### config.mk
export PLATFORM = sky130hd
export DESIGN_NAME = fetch_pc_ctrl
export DESIGN_NICKNAME = d
export VERILOG_FILES = /design/src/rtl/fetch_pc_ctrl_pkg.sv /design/src/rtl/fetch_pc_ctrl.sv
export SDC_FILE = /design/constraint.sdc
export NUM_CORES = 1
export LEC_CHECK = 0
export CORE_AREA = 2 2 111 113
export DETAILED_ROUTE_END_ITERATION = 8
export DIE_AREA = 0 0 113 115
export HOLD_SLACK_MARGIN = 0.03
export PLACE_DENSITY = 0.75
export SLEW_MARGIN = 30
export SYNTH_ARGS = -nofsm -noshare
export SYNTH_HDL_FRONTEND = slang
export SYNTH_SLANG_ARGS = --single-unit
### constraint.sdc
create_clock -name clk_i -period 5.1 [get_ports clk_i]
set_input_delay 0.765 -clock clk_i [delete_from_list [all_inputs] [get_ports clk_i]]
set_output_delay 0.765 -clock clk_i [all_outputs]
set_load 0.01 [all_outputs]
### src/rtl/fetch_pc_ctrl_pkg.sv
// ============================================================================
// Module      : fetch_pc_ctrl_pkg
// Description : Shared fetch-stage types and constants: stall and exception
//               encodings, datapath width and system-instruction opcodes.
// Revision    : 1.0 - initial release
// ============================================================================
`default_nettype none

package fetch_pc_ctrl_pkg;

  localparam int XLEN = 32;

  // Pipeline stall reason; any value other than NO_STALL freezes fetch
  typedef enum logic [1:0] {
    NO_STALL = 2'd0,
    STALL_1  = 2'd1,
    STALL_2  = 2'd2,
    STALL_3  = 2'd3
  } stall_e;

  // Fetch-stage exception causes (values match the trap cause codes)
  typedef enum logic [3:0] {
    INSTR_MISALIGNED    = 4'd0,
    INSTR_ACCESS_FAULT  = 4'd1,
    ILLEGAL_INSTRUCTION = 4'd2,
    EBREAK              = 4'd3,
    ECALL               = 4'd11,
    NO_EXCEPTION        = 4'd15
  } exc_type_e;

  localparam logic [31:0] c_EBREAK_INSN = 32'h0010_0073;
  localparam logic [31:0] c_ECALL_INSN  = 32'h0000_0073;

endpackage

`default_nettype wire

### src/rtl/fetch_pc_ctrl.sv
// ============================================================================
// Module      : fetch_pc_ctrl
// Description : Instruction-fetch control core. Owns the PC register, picks
//               the next PC (trap / redirect / prediction / sequential),
//               drives the align-buffer request, raises the I-miss stall,
//               classifies fetch exceptions and turns the buffer's level
//               I-cache request into a one-shot request.
//               Optional macro FETCH_TRACER_EN adds fe_tracer_inst_o.
// Revision    : 1.0 - initial release
// ============================================================================
`default_nettype none

module fetch_pc_ctrl #(
  parameter logic [31:0] RESET_VECTOR = 32'h8000_0000,
  parameter int          XLEN         = 32
) (
  input  logic            clk_i,
  input  logic            rst_ni,
  input  logic [1:0]      stall_i,
  input  logic            flush_i,
  input  logic            trap_active_i,
  input  logic [XLEN-1:0] ex_mtvec_i,
  input  logic            spec_hit_i,
  input  logic [XLEN-1:0] pc_target_i,
  input  logic            spec_taken_i,
  input  logic [XLEN-1:0] spec_pc_i,
  input  logic            buf_valid_i,
  input  logic [XLEN-1:0] buf_blk_i,
  input  logic [XLEN-1:0] inst_i,
  input  logic            is_comp_i,
  input  logic            illegal_i,
  input  logic            pma_grant_i,
  input  logic            pma_uncached_i,
  input  logic            ic_req_valid_i,
  input  logic            ic_res_valid_i,
  input  logic            ic_res_ready_i,
  output logic            ic_req_valid_o,
  output logic [XLEN-1:0] pc_o,
  output logic [XLEN-1:0] pc_incr_o,
  output logic            pc_en_o,
  output logic            breq_valid_o,
  output logic            breq_ready_o,
  output logic [XLEN-1:0] breq_addr_o,
  output logic            breq_uncached_o,
  output logic            imiss_stall_o,
`ifdef FETCH_TRACER_EN
  output logic [31:0]     fe_tracer_inst_o,
`endif
  output logic [3:0]      exc_type_o
);

  import fetch_pc_ctrl_pkg::*;

  logic [XLEN-1:0] r_pc;
  logic            r_ack;
  logic [XLEN-1:0] w_pc_next;
  logic [XLEN-1:0] w_pc_incr;
  logic            w_pc_en;
  logic            w_no_stall;
  logic            w_fetch_valid;
  exc_type_e       w_exc;

  assign w_no_stall    = (stall_i == NO_STALL);
  // A trap must always be able to redirect fetch, even while stalled/flushed
  assign w_pc_en       = trap_active_i | (w_no_stall & ~flush_i);
  assign w_fetch_valid = ~flush_i & ~trap_active_i;

  // Sequential increment: half-word step only when a compressed instruction is present
  always_comb begin
    w_pc_incr = r_pc + XLEN'(4);
    if (buf_valid_i && is_comp_i) begin
      w_pc_incr = r_pc + XLEN'(2);
    end
  end

  // Next-PC selection: trap > mispredict redirect > predicted taken > sequential
  always_comb begin
    w_pc_next = w_pc_incr;
    if (trap_active_i) begin
      w_pc_next = ex_mtvec_i;
    end else if (!spec_hit_i) begin
      w_pc_next = pc_target_i;
    end else if (spec_taken_i) begin
      w_pc_next = spec_pc_i;
    end
  end

  // PC register
  always_ff @(posedge clk_i) begin
    if (!rst_ni) begin
      r_pc <= RESET_VECTOR;
    end else if (w_pc_en) begin
      r_pc <= w_pc_next;
    end
  end

  // Fetch exception classification, first match wins
  always_comb begin
    w_exc = NO_EXCEPTION;
    if (!w_fetch_valid) begin
      w_exc = NO_EXCEPTION;
    end else if (r_pc[0]) begin
      w_exc = INSTR_MISALIGNED;
    end else if (!pma_grant_i) begin
      w_exc = INSTR_ACCESS_FAULT;
    end else if (illegal_i && buf_valid_i) begin
      w_exc = ILLEGAL_INSTRUCTION;
    end else if (inst_i == c_EBREAK_INSN) begin
      w_exc = EBREAK;
    end else if (inst_i == c_ECALL_INSN) begin
      w_exc = ECALL;
    end
  end

  // Request-acknowledged flag: set once a request is accepted, cleared by a
  // response so the next request can go out the following cycle
  always_ff @(posedge clk_i) begin
    if (!rst_ni || flush_i) begin
      r_ack <= 1'b0;
    end else if (ic_res_valid_i) begin
      r_ack <= 1'b0;
    end else if (!r_ack) begin
      r_ack <= ic_req_valid_i & ic_res_ready_i;
    end
  end

  assign ic_req_valid_o  = ic_req_valid_i & ~r_ack;
  assign pc_o            = r_pc;
  assign pc_incr_o       = w_pc_incr;
  assign pc_en_o         = w_pc_en;
  assign breq_valid_o    = w_fetch_valid;
  assign breq_ready_o    = ~flush_i & rst_ni;
  assign breq_addr_o     = r_pc;
  assign breq_uncached_o = pma_uncached_i;
  assign imiss_stall_o   = w_fetch_valid & ~buf_valid_i;
  assign exc_type_o      = w_exc;

`ifdef FETCH_TRACER_EN
  // Trace the raw fetched bits of the instruction being issued this cycle
  always_comb begin
    fe_tracer_inst_o = 32'h0;
    if (w_no_stall && buf_valid_i) begin
      fe_tracer_inst_o = is_comp_i ? {16'b0, buf_blk_i[15:0]} : buf_blk_i[31:0];
    end
  end
`else
  // Raw buffer bits are only consumed by the tracer
  logic w_unused_blk;
  assign w_unused_blk = ^buf_blk_i;
`endif

endmodule

`default_nettype wire

==> results.yml <==
sta:
  worst_pin_slew_ns: 0.889
  fin_crit_ns: 4.49
  finalCritPeriodShare_pct: 88.1
  setup_viol: 0
  slew_violations: 0
  slew_headroom_pct: 40.1
  finClkSkew_ns: 0.00662
  hold_ws_ns: 0.515
  setup_tns_ns: 0
  rsz0062_at_grt: "false"
  fmaxAchievable_mhz: 223
  hold_viol: 0
route:
  drt_wl_total_um: 16100
  remaining_drc_errors: 18
  ant_nets: 0
  via_per_inst: 5.65
  routedWlPerCell_um: 19.8
  first_pass_iters: 8
  drt_iter0_drc: 415
  via_count: 4593
power:
  powerDensity_mw_per_mm2: 187
  p_leak_nw: 2.03
  peakVddDrop_mv: 0.117
die:
  dieHeight_um: 115
  boundaryPins: 282
  rows: 40
  die_w_um: 113
  design.die.area_sq_mm: 0.0130
  start_util_pct: 29.4
  core_area_sq_mm: 0.0118
cts:
  cts_resized: 0
  clock_latency_ns: 0.27
  h-tree-depth: 2
  cts_made_buffers: 5
  cts_num_sinks: 33
  cts.clk_slew.worst_paths_ns: 0.06
  cts_tree: "done"
  cts-root-buf: "clkbuf_16"
  cts_hold_buffers: 0
  post_cts_buffers: 0
  clock_path_buffers: 2
grt:
  grt_pass1_vias: 4426
  grt_first_pass_wirelength_um: 24100
  overflow: 0
  grt_usage_pct: 23.5
  grt_antenna_before_repair: 0
  grt_max_degree: 35
job:
  cap_violations: 0
worst_setup_path:
  cp.arrival_ns: 3.73
  crit_required_ns: 4.34
  worstPathMaxFanout: 10
  startpoint_type: "primary input"
  path_class: "in2out"
  cp-end-kind: "output port"
final_layout:
  utilization_pct: 50.4
  areaGrowthSynthToFinish_pct: 71.2
  final_nets: 843
  n_antenna_cell: 0
  final_common_cell: "clkdlybuf4s50_1"
  layout-drive-gt1-share_pct: 5.41
  final_cell_mix: "clkdlybuf4s50_1, o21ai_0, dfxtp_1, nor2_1, nand2_1"
synth:
  synth_ff_type: "dfxtp_1"
  synthAdderAreaFrac_pct: 0.720
  synth_fp_nets: 655
  synthXorXnorAreaFrac_pct: 7.06
  yosys.area_share.simple_pct: 27.8
  ys_types: 69
  synth_compound_area_share_pct: 29.7
  ys_seq_area_share_pct: 19.0
  synth.avg_cell_area_sq_um: 7.28
  synth_top_family_by_area: "compound AO/OA/AOI/OAI gates"
  ys_async_sr_fraction_pct: 0
  syn_inst: 477
  synth-seq-cells: 33
  yosysWarnings: 0
  syn_area_sq_mm: 0.00347
  synth-edff-count: 0
  synthMuxAreaShare_pct: 2.56
outcome:
  outcome: "finished, violations left"
  violations: "DRC"
place:
  portBuffers: 247
  gp_congestion: 0.894
  place_hpwl_um: 12000
hold_path:
  hp-class: "reg2reg"
-- metal layers --
| layer | track usage, % | share of wire (%) | vias up | wire length, um |
|---|---|---|---|---|
| met5 | 0 | 0 | - | 0 |
| met4 | 3.50 | 0.68 | 0 | 109 |
| met3 | 4.32 | 8.4 | 6 | 1350 |
| met2 | 41.6 | 49 | 228 | 7900 |
| met1 | 30.5 | 42 | 2202 | 6770 |
| li1 | - | - | 2157 | - |
-- metrics by stage --
stage	total power (W)	instances	setup WS (ns)	area, sq um
2_1_floorplan	0.000502	477	1.97	3470
3_3_place_gp	0.000745	805	0.647	5780
3_5_place_dp	0.000754	805	0.612	5780
4_1_cts	0.00111	813	0.611	5950
5_1_grt	0.00116	813	0.434	5950
6_report	0.00111	813	0.607	5950
-- cell type report --
class / count / area (sq um)
sequential: 33 / 661
fill: 1170 / 5860
timing repair buffer: 255 / 2530
multi-input combinational: 362 / 2370
inverter: 8 / 30.0
clock buffer: 7 / 143
tap: 147 / 184
clock inverter: 1 / 30.0
-- synth_stat cells, types with 9 or more instances --
library cell	count	area share [%]
a31oi_1	19	3.4
clkbuf_1	28	3.0
nand2b_1	9	1.6
nor2_1	32	3.5
xnor2_1	19	4.8
nor3_1	12	1.7
nor4_1	13	2.3
buf_4	34	7.3
a221oi_1	10	2.5
a21oi_1	15	2.2
nand3_1	25	3.6
xor2_1	9	2.3
dfxtp_1	33	19
nand4_1	10	1.8
nand2_1	30	3.2
o21ai_0	45	6.5
-- logic make-up (layout without fill, tap and decap cells) --
logic type,count (synthesis),after routing
multiplexers,8,8
buffers and inverters,82,271
adder cells (fa/ha/maj),2,2
XOR/XNOR,28,28
AND/OR/NAND/NOR,174,174
flip-flops,33,33
AO/OA/AOI/OAI,150,150
-- final timing paths --
kind	startpoint	end	slack, ns	depth (start not counted)
max reg2reg	breq_addr_o[1]$_SDFFE_PN0P_	breq_addr_o[21]$_SDFFE_PN0P_	2.39	7
min reg2reg	r_ack$_SDFF_PP0_	r_ack$_SDFF_PP0_	0.52	2
min	r_ack$_SDFF_PP0_	r_ack$_SDFF_PP0_	0.52	2
max	buf_valid_i	pc_incr_o[27]	0.61	6
-- power breakdown --
group | internal [W] | total, W | switching, W | leakage [nW]
combinational | 0.000257 | 0.000429 | 0.000171 | 1.67
sequential | 0.000278 | 0.000322 | 0.0000443 | 0.274
clock | 0.000244 | 0.000359 | 0.000115 | 0.0841
-- flip-flops by register name, summed over array words and instances, names as in the netlist --
name and count:
breq_addr_o 32, r_ack 1
-- worst max-delay path, cell delays in order --
cell and delay, ns:
clkdlybuf4s50_1 0.69, nand3_1 0.38, a2111o_1 0.57, nor4_1 0.55
xor2_1 0.19, clkdlybuf4s50_1 0.58
Note: power is estimated with default switching activity, not from simulation.
